## config.mk

```make
export PLATFORM = sky130hd
export DESIGN_NAME = uart_tx_flat
export DESIGN_NICKNAME = d
export VERILOG_FILES = /design/src/rtl/uart_pkg.sv /design/src/rtl/uart_tx_if.sv /design/src/rtl/uart_parity_calc.sv /design/src/rtl/uart_tx.sv /design/src/flat_wrapper.sv
export SDC_FILE = /design/constraint.sdc
export NUM_CORES = 1
export LEC_CHECK = 0
export CAP_MARGIN = 10
export CORE_MARGIN = 2
export CORE_UTILIZATION = 51
export CTS_CLUSTER_DIAMETER = 60
export DETAILED_ROUTE_END_ITERATION = 10
export GPL_ROUTABILITY_DRIVEN = 0
export HOLD_SLACK_MARGIN = 0.1
export PLACE_DENSITY = 0.85
export SYNTH_ARGS = -nofsm -noshare
export SYNTH_HDL_FRONTEND = slang
export SYNTH_SLANG_ARGS = --single-unit
```

## constraint.sdc

```tcl
create_clock -name i_clk -period 2.7 [get_ports i_clk]
set_input_delay 0.675 -clock i_clk [delete_from_list [all_inputs] [get_ports i_clk]]
set_output_delay 0.675 -clock i_clk [all_outputs]
set_load 0.02 [all_outputs]
```

## src/rtl/uart_pkg.sv

```systemverilog
// uart_pkg: shared UART transmitter types and constants
package uart_pkg;
  localparam int DEF_DATA_WIDTH = 8;
  localparam logic PAR_EVEN = 1'b0;
  localparam logic PAR_ODD = 1'b1;
  typedef enum logic [2:0] {IDLE, START, DATA, PARITY, STOP} state_t;
endpackage

```

## src/rtl/uart_tx_if.sv

```systemverilog
// uart_tx_if: parallel request side and serial line of the UART transmitter
interface uart_tx_if #(parameter int DATA_WIDTH = uart_pkg::DEF_DATA_WIDTH);
  logic [DATA_WIDTH-1:0] i_data;
  logic i_data_valid;
  logic i_par_en;
  logic i_par_typ;
  logic o_ready;
  logic o_tx_out;
  logic o_busy;
  modport master (output i_data, i_data_valid, i_par_en, i_par_typ, input o_ready, o_tx_out, o_busy);
  modport slave (input i_data, i_data_valid, i_par_en, i_par_typ, output o_ready, o_tx_out, o_busy);
endinterface

```

## src/rtl/uart_parity_calc.sv

```systemverilog
// uart_parity_calc: parity bit of the captured payload, even or odd
module uart_parity_calc import uart_pkg::*; #(parameter int DATA_WIDTH = DEF_DATA_WIDTH) (
  input  logic [DATA_WIDTH-1:0] data,
  input  logic                  par_typ,
  output logic                  par
);
  assign par = (^data) ^ (par_typ == PAR_ODD);
endmodule

```

## src/rtl/uart_tx.sv

```systemverilog
// uart_tx: one bit per clock serialiser with start, optional parity and stop bits
module uart_tx import uart_pkg::*; #(parameter int DATA_WIDTH = DEF_DATA_WIDTH) (
  input logic     i_clk,
  input logic     i_rst,
  uart_tx_if.slave bus
);
  localparam int CW = (DATA_WIDTH > 1) ? $clog2(DATA_WIDTH) : 1;
  localparam logic [CW-1:0] LAST = CW'(DATA_WIDTH - 1);
  state_t state;
  logic [CW-1:0] cnt;
  logic [DATA_WIDTH-1:0] data_q;
  logic par_en_q, par_typ_q, par, tx, accept;
  uart_parity_calc #(.DATA_WIDTH(DATA_WIDTH)) u_parity (
    .data(data_q),
    .par_typ(par_typ_q),
    .par(par)
  );
  assign bus.o_ready = (state == IDLE) || (state == STOP);
  assign bus.o_busy = state != IDLE;
  assign bus.o_tx_out = tx;
  assign accept = bus.i_data_valid && bus.o_ready;
  // frame sequencing; the line bit is registered alongside the state it belongs to
  always_ff @(posedge i_clk) begin
    if (i_rst) begin
      state <= IDLE;
      tx <= 1'b1;
      cnt <= '0;
      data_q <= '0;
      par_en_q <= 1'b0;
      par_typ_q <= PAR_EVEN;
    end else begin
      case (state)
        IDLE, STOP: begin
          if (accept) begin
            state <= START;
            tx <= 1'b0;
            data_q <= bus.i_data;
            par_en_q <= bus.i_par_en;
            par_typ_q <= bus.i_par_typ;
          end else begin
            state <= IDLE;
            tx <= 1'b1;
          end
        end
        START: begin
          state <= DATA;
          cnt <= '0;
          tx <= data_q[0];
        end
        DATA: begin
          if (cnt == LAST) begin
            state <= par_en_q ? PARITY : STOP;
            tx <= par_en_q ? par : 1'b1;
          end else begin
            cnt <= cnt + 1'b1;
            tx <= data_q[cnt + 1'b1];
          end
        end
        PARITY: begin
          state <= STOP;
          tx <= 1'b1;
        end
        default: begin
          state <= IDLE;
          tx <= 1'b1;
        end
      endcase
    end
  end
endmodule

```

## src/flat_wrapper.sv

```systemverilog
// flat-port wrapper written by rule: the top's interface ports become plain ports
module uart_tx_flat import uart_pkg::*;
#(parameter int DATA_WIDTH = DEF_DATA_WIDTH)
  (i_clk, i_rst, bus_i_data, bus_i_data_valid, bus_i_par_en, bus_i_par_typ, bus_o_ready, bus_o_tx_out, bus_o_busy);
  uart_tx_if #(.DATA_WIDTH(DATA_WIDTH)) bus_i ();
  input logic i_clk;
  input logic i_rst;
  input wire logic [$bits(bus_i.i_data)-1:0] bus_i_data;
  input wire logic [$bits(bus_i.i_data_valid)-1:0] bus_i_data_valid;
  input wire logic [$bits(bus_i.i_par_en)-1:0] bus_i_par_en;
  input wire logic [$bits(bus_i.i_par_typ)-1:0] bus_i_par_typ;
  output wire logic [$bits(bus_i.o_ready)-1:0] bus_o_ready;
  output wire logic [$bits(bus_i.o_tx_out)-1:0] bus_o_tx_out;
  output wire logic [$bits(bus_i.o_busy)-1:0] bus_o_busy;
  assign bus_i.i_data = bus_i_data;
  assign bus_i.i_data_valid = bus_i_data_valid;
  assign bus_i.i_par_en = bus_i_par_en;
  assign bus_i.i_par_typ = bus_i_par_typ;
  assign bus_o_ready = bus_i.o_ready;
  assign bus_o_tx_out = bus_i.o_tx_out;
  assign bus_o_busy = bus_i.o_busy;
  uart_tx #(.DATA_WIDTH(DATA_WIDTH)) u_core (.i_clk(i_clk), .i_rst(i_rst), .bus(bus_i));
endmodule
```

==> results list, run 1 <==
- The synthesized design contains 17 register bits.
- Clock period minus worst slack: 2255 ps
- In the post-synthesis netlist, the biggest area contributors are sky130_fd_sc_hd__dfxtp_1 (40%), sky130_fd_sc_hd__a21oi_1 (9.3%), sky130_fd_sc_hd__nand2_1 (9.2%).
* Std cell rows: 14
- From bottom edge to top edge, the die measures 45.00 µm.
* Dpl hpwl: 1.199 mm
* Count of filler cells inserted in the layout: 138
- The worst hold path was traced through 2 stages.
- Width of the die: 45.00 µm
- Vias per inst: 5.519
* Kind of launch point of the worst setup path: flop
- STA classifies the critical path endpoint as a primary output.
- Residual antenna-violating net count after detailed routing: 0
* Distinct cells, synth: 28
* Antenna diode count: 0
* Outcome: complete, no violations
- The startpoint identified for the worst register-to-register timing path is u_core.cnt[0].
* Fraction of layout instances using a drive strength above 1: 0.07563
- Summing all flip-flop and latch instances after layout gives 340.3 µm².
- 16 I/O pins were placed.
- Number of buffers added by the clock tree synthesis step: 3
* Share of the core filled with cells in the final layout: 0.6688
* Capture endpoint of the worst hold path: u_core.par_en_q
- The number of nets in the synthesized netlist is 119.
- After detailed routing, the average wire length per cell comes to 11.50 µm.
- Die Outline Area: 2025 µm²
* Transition time of the tightest slew-check pin: 620.3 ps
- The initial antenna violation count came to 0.
- In this run the worst path has a maximum fanout of 8.
- Worst setup path class: reg2out
- Post-cts gate resize count: 0
- Syn Std Cell Area: 857.1 µm²
* GRT Overall Usage: 0.1804
- Setup repair after global routing missed its margin: false
- Number of max-cap violations: 0
- Clock latency reported for the late side of the worst-skew pair: 290 ps
- Cell Chain, Critical Path: or3_1, clkdlybuf4s50_1
- Clock-pin slew was measured on the worst setup and hold paths at 90 ps.
* Number of enable flip-flop cells after synthesis: 0
- The clock drives 17 sinks.
- Vias post-DR: 745
- Setup TNS: 0 ps
- The path class of the tightest hold or removal check is reg2reg.
* Top metal layer carrying routed signals: met4
* Layout Nets: 135
- IR analysis of the VDD net gives a maximum drop of 0.0003689 V.
* Clock tree from TritonCTS: yes
- Data required time at the worst endpoint: 2030 ps
- Number of buffers inserted by port buffering: 15
* Leading cell type by number of instances after synthesis: sky130_fd_sc_hd__nand2_1
* Critical register-to-register path endpoint: u_core.bus.o_tx_out
* Hold violation total from the final report: 0
- Fraction of post-synthesis cell area in the top cell type by area: 0.3971
* Dominant synthesized flop cell: sky130_fd_sc_hd__dfxtp_1
- In this run the number of H-tree levels came out at 1.
- P per Cell Area: 552.0 nW/µm²
- The commonest cells after synthesis are sky130_fd_sc_hd__nand2_1 (21), sky130_fd_sc_hd__dfxtp_1 (17), sky130_fd_sc_hd__a21oi_1 (16).
* Synth area leader: sky130_fd_sc_hd__dfxtp_1
- Syn Area/Cell: 8.241 µm²
- Post-CTS Setup Inserts: 0
* Standard cell with the maximum stage delay on the critical path: sky130_fd_sc_hd__clkdlybuf4s50_1
- Buffer depth of the longest clock path: 2
* Final Cycle Share: 0.8351
- Summed over all layers, the global routing overflow is 0.
- WP data arrival: 1580 ps
* Via count of the first global-routing pass: 650
- After detailed routing, the number of remaining DRC violations is 0.
- Clock tree synthesis selected as its root buffer the cell sky130_fd_sc_hd__clkbuf_4.
* Post-Syn Instances: 104
- Placeable Area: 1541 µm²
* Total routed wire length on the met1 layer: 738 µm
- Yosys printed 0 warnings.
- After synthesis, the share of flip-flops with an asynchronous set or reset is 0.
- Hold_sp: u_core.par_en_q
* Area of the multi-input gates: 470.5 µm²
* Met3 layer wire length in the routed design: 35 µm
- Pin count of the biggest net entering global routing: 19
- For this design the static power due to leakage is 0.3827 nW.
- Setup violations remaining at the end of the flow were counted as 0.
- Router iterations before antenna repair: 4
- Of the synthesized area, sequential elements account for 0.3971.
- The number of cells on the worst reg-to-reg path is 7.
- The routed design has 1.552 mm of wire.
- In this run, post-CTS hold repair placed 0 buffers.
- The max-slew violation count is 0.
- Max transition margin: 0.5852
- From synthesis to final layout, the design area changed by 20.29%.
- Initial drt markers: 7
- Derived from the worst setup path, the maximum achievable clock frequency is 443.5 MHz.
* R2r setup slk: 780 ps
* Delay of the slowest cell on the worst path: 540 ps
* Global-route wire length before repair: 2.663 mm
- Worst clock skew: 4.608 ps
- Met2 wire len: 747 µm
- Initial Utilization: 0.5560
==> kinds of logic after synthesis <==
logic type	after synthesis	synth area share
multiplexers	5	0.07299
XOR/XNOR	7	0.08759
flip-flops	17	0.3971
buffers and inverters	10	0.05400
AND/OR/NAND/NOR	39	0.2015
AO/OA/AOI/OAI	24	0.1577
adder cells (fa/ha/maj)	2	0.02919
==> per-layer routing <==
metal,global-route usage,up-vias
met5,0,-
met2,0.2971,11
met4,0.1059,0
met1,0.2236,345
met3,0.02400,4
li1,-,385
==> critical path: cells and delay by family (launching register included) <==
kind	cells	cell delay [ps]
DFF	1	380
buffers and inverters	1	540
and+or+nand+nor	1	380
==> layout make-up <==
| cell class | count | area share |
|---|---|---|
| Clock inverter | 1 | 0.004854 |
| Sequential cell | 17 | 0.3301 |
| Clock buffer | 3 | 0.02184 |
| Timing Repair Buffer | 15 | 0.1456 |
| Tap cell | 16 | 0.01942 |
| Inverter | 6 | 0.02184 |
| Multi-Input combinational cell | 77 | 0.4563 |
==> flip-flops by register name, indices dropped and copies added (netlist names) <==
register and flops:
u_core.state 3, u_core.par_typ_q 1, u_core.par_en_q 1, u_core.bus.o_tx_out 1, u_core.data_q 8, u_core.cnt 3
==> placed cells by master (no fill, tap or decap), types with 2 or more instances in the layout <==
| cell type | count |
|---|---|
| sky130_fd_sc_hd__mux2i_1 | 4 |
| sky130_fd_sc_hd__inv_1 | 4 |
| sky130_fd_sc_hd__a21oi_1 | 16 |
| sky130_fd_sc_hd__nor2_1 | 6 |
| sky130_fd_sc_hd__a2111oi_0 | 2 |
| sky130_fd_sc_hd__dfxtp_1 | 17 |
| sky130_fd_sc_hd__clkbuf_4 | 3 |
| sky130_fd_sc_hd__nand2_1 | 21 |
| sky130_fd_sc_hd__o21ai_1 | 2 |
| sky130_fd_sc_hd__clkdlybuf4s50_1 | 15 |
| sky130_fd_sc_hd__ha_1 | 2 |
| sky130_fd_sc_hd__inv_2 | 2 |
| sky130_fd_sc_hd__xnor2_1 | 5 |
| sky130_fd_sc_hd__nor3_1 | 5 |
| sky130_fd_sc_hd__nand2b_1 | 3 |
==> how the worst max path moves through the flow <==
| stage | slack [ps] | start | end | cells past startpoint |
|---|---|---|---|---|
| 3_5_place_dp | 700 | i_rst | u_core.bus.o_tx_out | 3 |
| 6_report | 450 | u_core.state[0] | bus_o_busy | 2 |
| 5_1_grt | 390 | u_core.state[0] | bus_o_busy | 2 |
| 2_1_floorplan | 890 | u_core.cnt[0] | u_core.bus.o_tx_out | 8 |
| 3_3_place_gp | 770 | i_rst | u_core.bus.o_tx_out | 3 |
| 4_1_cts | 440 | u_core.state[0] | bus_o_busy | 2 |
==> where the power goes <==
part | total [mW] | switching, mW | internal, mW | leakage, nW
Clock | 0.134 | 0.0790 | 0.0551 | 0.0177
Combinational | 0.147 | 0.0696 | 0.0776 | 0.226
Sequential | 0.288 | 0.0183 | 0.269 | 0.139
==> stage by stage <==
stage	instance area (µm²)	hold slack [ps]	std cells	worst slack, ps	power (mW)
after global placement	1003	462.0	131	766.2	0.4355
after CTS	1031	476.6	135	438.6	0.5740
after detailed placement	1003	464.6	131	701.3	0.4410
after floorplan	857.1	449.5	104	890.8	0.3919
after global routing	1031	499.2	135	392.8	0.6000
final	1031	476.5	135	445.2	0.5691
Power figures use the tool's default switching activity.
==> inputs of run 2 (changes only) <==
--- a/config.mk
+++ b/config.mk
@@ -7,12 +7,12 @@
 export LEC_CHECK = 0
 export CAP_MARGIN = 10
 export CORE_MARGIN = 2
-export CORE_UTILIZATION = 51
+export CORE_UTILIZATION = 45
 export CTS_CLUSTER_DIAMETER = 60
 export DETAILED_ROUTE_END_ITERATION = 10
 export GPL_ROUTABILITY_DRIVEN = 0
 export HOLD_SLACK_MARGIN = 0.1
-export PLACE_DENSITY = 0.85
+export PLACE_DENSITY = 0.8
 export SYNTH_ARGS = -nofsm -noshare
 export SYNTH_HDL_FRONTEND = slang
 export SYNTH_SLANG_ARGS = --single-unit
==> constraint.sdc (replaced) <==
create_clock -name i_clk -period 1.9 [get_ports i_clk]
set_input_delay 0.475 -clock i_clk [delete_from_list [all_inputs] [get_ports i_clk]]
set_output_delay 0.475 -clock i_clk [all_outputs]
set_load 0.02 [all_outputs]
==> run 2 against run 1 <==
Compared with the run above:
- combinational power increased by 42%
- design area is 3.6% higher
- critical path depth is the same
- highest routed layer unchanged
==> results list, run 2 (synthesis results as in run 1) <==
* Outcome: complete, no violations
* Vertical die dimension: 47.64 µm (+5.9%)
* Clock tree from TritonCTS: yes
- Die Outline Area: 2270 µm² (+12%)
- Vias post-DR: 741 (-0.54%)
* Fraction of layout instances using a drive strength above 1: 0.1074 (+0.03181)
- Buffer depth of the longest clock path: 2 (unchanged)
- Cell Chain, Critical Path: or3_1, dlygate4sd2_1
- Delay of the slowest cell on the worst path: 370 ps (-170 ps)
* Top metal layer carrying routed signals: met4
- Critical register-to-register path endpoint: u_core.bus.o_tx_out
- The length in cells of the worst reg-to-reg path was 7 (unchanged).
- Remaining routing DRC violations: 0 (unchanged)
* Achievable frequency: 551.4 MHz
- Global-route wire length before repair: 3.201 mm (+20%)
- The pin count of the biggest net entering global routing was 12 (-7).
- Compared with the post-synthesis result, the final layout area differs by 24.67%.
- The number of max-cap violations is 0 (unchanged).
* Final instance area: 1069 µm² (+3.6%)
* Hold Slack: 483.4 ps (+6.923 ps)
- Post-route insts no fill: 146 (+8.1%)
- Number of top-level pins: 16 (unchanged)
- The site row count is 15 (+1).
- Clock period minus worst slack: 1814 ps
- The routed metal-1 wirelength was 817 µm (+11%).
- The number of port buffers was 15 (unchanged).
- The via count of the first global-routing pass came to 766 (+18%).
* Commonest non-fill, non-tap cells in the layout: sky130_fd_sc_hd__nand2_1 (21), sky130_fd_sc_hd__a21oi_1 (16), sky130_fd_sc_hd__dfxtp_1 (15)
- The worst hold path stage count was 2 (unchanged).
* Total grt overflow: 0 (unchanged)
- Leading registers by flop count: u_core.data_q x8, u_core.cnt x3, u_core.state x3
- P per Cell Area: 766.7 nW/µm² (+39%)
- Hold_sp: u_core.par_en_q
- Clock tree root buffer cell: sky130_fd_sc_hd__clkbuf_4
- Post-CTS Setup Inserts: 0 (unchanged)
* Initial drt markers: 4 (-3)
- Width of the die: 47.64 µm (+5.9%)
* Total length of routed wires: 1.786 mm (+15%)
- The worst setup slack after placement was 18.75 ps (-682.6 ps).
- The met2 layer wire length in the routed design is 920 µm (+23%).
- The number of flip-flops in the largest register came to 8 (unchanged).
- The startpoint identified for the worst register-to-register timing path is u_core.cnt[0].
* Antenna diode count: 0 (unchanged)
- Leak Pwr: 0.3898 nW (+1.9%)
- The total clock sinks came to 17 (unchanged).
- Dividing the final minimum period by the clock period gives 0.9546.
- The required time at the endpoint of the critical path is 1420 ps (-610 ps).
- Vias per inst: 5.075 (-8.0%)
- The total number of H-tree levels came to 1 (unchanged).
- The post-DP HPWL is 1.385 mm (+15%).
* Minimum setup slack in the final design: 86.30 ps (-358.9 ps)
- Leading cell type in the layout, fill and taps excluded: sky130_fd_sc_hd__nand2_1
* Placeable Area: 1764 µm² (+14%)
* Clock latency reported for the late side of the worst-skew pair: 290 ps (about the same)
- The routed length on met3 came to 26 µm (-26%).
* Largest fanout on the critical path: 8 (unchanged)
* Routed WL per cell: 12.23 µm (+6.4%)
* Worst clock skew: 2.937 ps (-1.671 ps)
- The arrival time of data at the critical path endpoint was 1340 ps (-240 ps).
* Initial Utilization: 0.4858 (-0.07019)
- The headroom to the max-slew limit is 0.6626 (+0.07745).
* Layout Nets: 137 (+1.5%)
- Kind of launch point of the worst setup path: flop
- The worst hold path belongs to the class reg2reg.
- The instance count after placement with tap cells included was 142 (+8.4%).
- Worst setup path class: reg2out
* Pins over their slew limit: 0 (unchanged)
- The post-cts hold buffer count is 0 (unchanged).
- Standard cell with the maximum stage delay on the critical path: sky130_fd_sc_hd__dfxtp_2
- R2r setup slk: 90 ps (-690 ps)
- Number of antenna violations at the first check in global routing: 0 (unchanged)
- Placed cell areas: 1030 µm² (+2.6%)
- The number of buffers created by CTS came to 3 (unchanged).
- Ranked by flip-flop count, first place goes to u_core.data_q.
- The first-pass iteration count of the detailed router was 4 (unchanged).
- The worst setup path is captured at a primary output.
- For hold timing, the worst endpoint is u_core.par_en_q.
- The maximum vdd drop came to 0.0005889 V (+60%).
- The clock input transition at the sequential cells of the worst setup and hold paths was 100 ps (about the same).
- Residual antenna-violating net count after detailed routing: 0 (unchanged)
- The global-route usage over all layers came to 0.2023 (+0.02194).
- The final hold violation count was 0 (unchanged).
- Transition time of the tightest slew-check pin: 493.3 ps (-127.0 ps)
- Setup Viol. Count Final: 0 (unchanged)
==> run 2: through the flow <==
step / power (mW) / util / setup TNS (ps)
after floorplan: 0.5569 / - / 0
after global placement: 0.6276 / 0.5837 / 0
after detailed placement: 0.6344 / 0.5837 / 0
after CTS: 0.8244 / 0.5986 / 0
after global routing: 0.8663 / 0.6057 / -19.14
final: 0.8193 / 0.6057 / 0
==> run 2: worst max-delay path by stage <==
stage | slack [ps] | startpoint | end
3_3_place_gp | 70 | u_core.cnt[0] | u_core.bus.o_tx_out
3_5_place_dp | 20 | u_core.cnt[0] | u_core.bus.o_tx_out
6_report | 90 | u_core.state[0] | bus_o_busy
2_1_floorplan | 90 | u_core.cnt[0] | u_core.bus.o_tx_out
5_1_grt | -20 | u_core.cnt[0] | u_core.bus.o_tx_out
4_1_cts | 30 | u_core.cnt[0] | u_core.bus.o_tx_out
==> run 2: report_power, final <==
part | switching (mW) | internal [mW]
Clock | 0.117 | 0.0818
Sequential | 0.0274 | 0.384
Combinational | 0.101 | 0.108
==> run 2: what timing repair did <==
| action | in CTS | in global routing |
|---|---|---|
| endpoints found under the hold margin | 0 | 0 |
| setup endpoints to repair | 3 | 2 |
| resized for setup | 3 | 3 |
| pin swaps | 0 | 0 |
==> run 2: area by class of cell <==
| cell class | instances | area, µm² |
|---|---|---|
| clock buffers | 4 | 26.28 |
| multi-input cells | 77 | 483.0 |
| inverters | 6 | 22.52 |
| fillers | 165 | 695.7 |
| well taps | 25 | 31.28 |
| flip-flops and latches | 17 | 342.8 |
| repair buffers | 17 | 162.7 |
==> run 2: layer usage <==
| layer | vias to the layer above | global-route usage |
|---|---|---|
| met5 | - | 0 |
| met4 | 0 | 0.09730 |
| li1 | 388 | - |
| met3 | 2 | 0.01887 |
| met1 | 340 | 0.2605 |
| met2 | 11 | 0.3405 |
==> run 2: worst max-delay path: cells and delay by family, from the launching register on <==
family	cells	cell delay [ps]
buffers and inverters	1	320
flip-flops	1	370
AND/OR/NAND/NOR	1	360
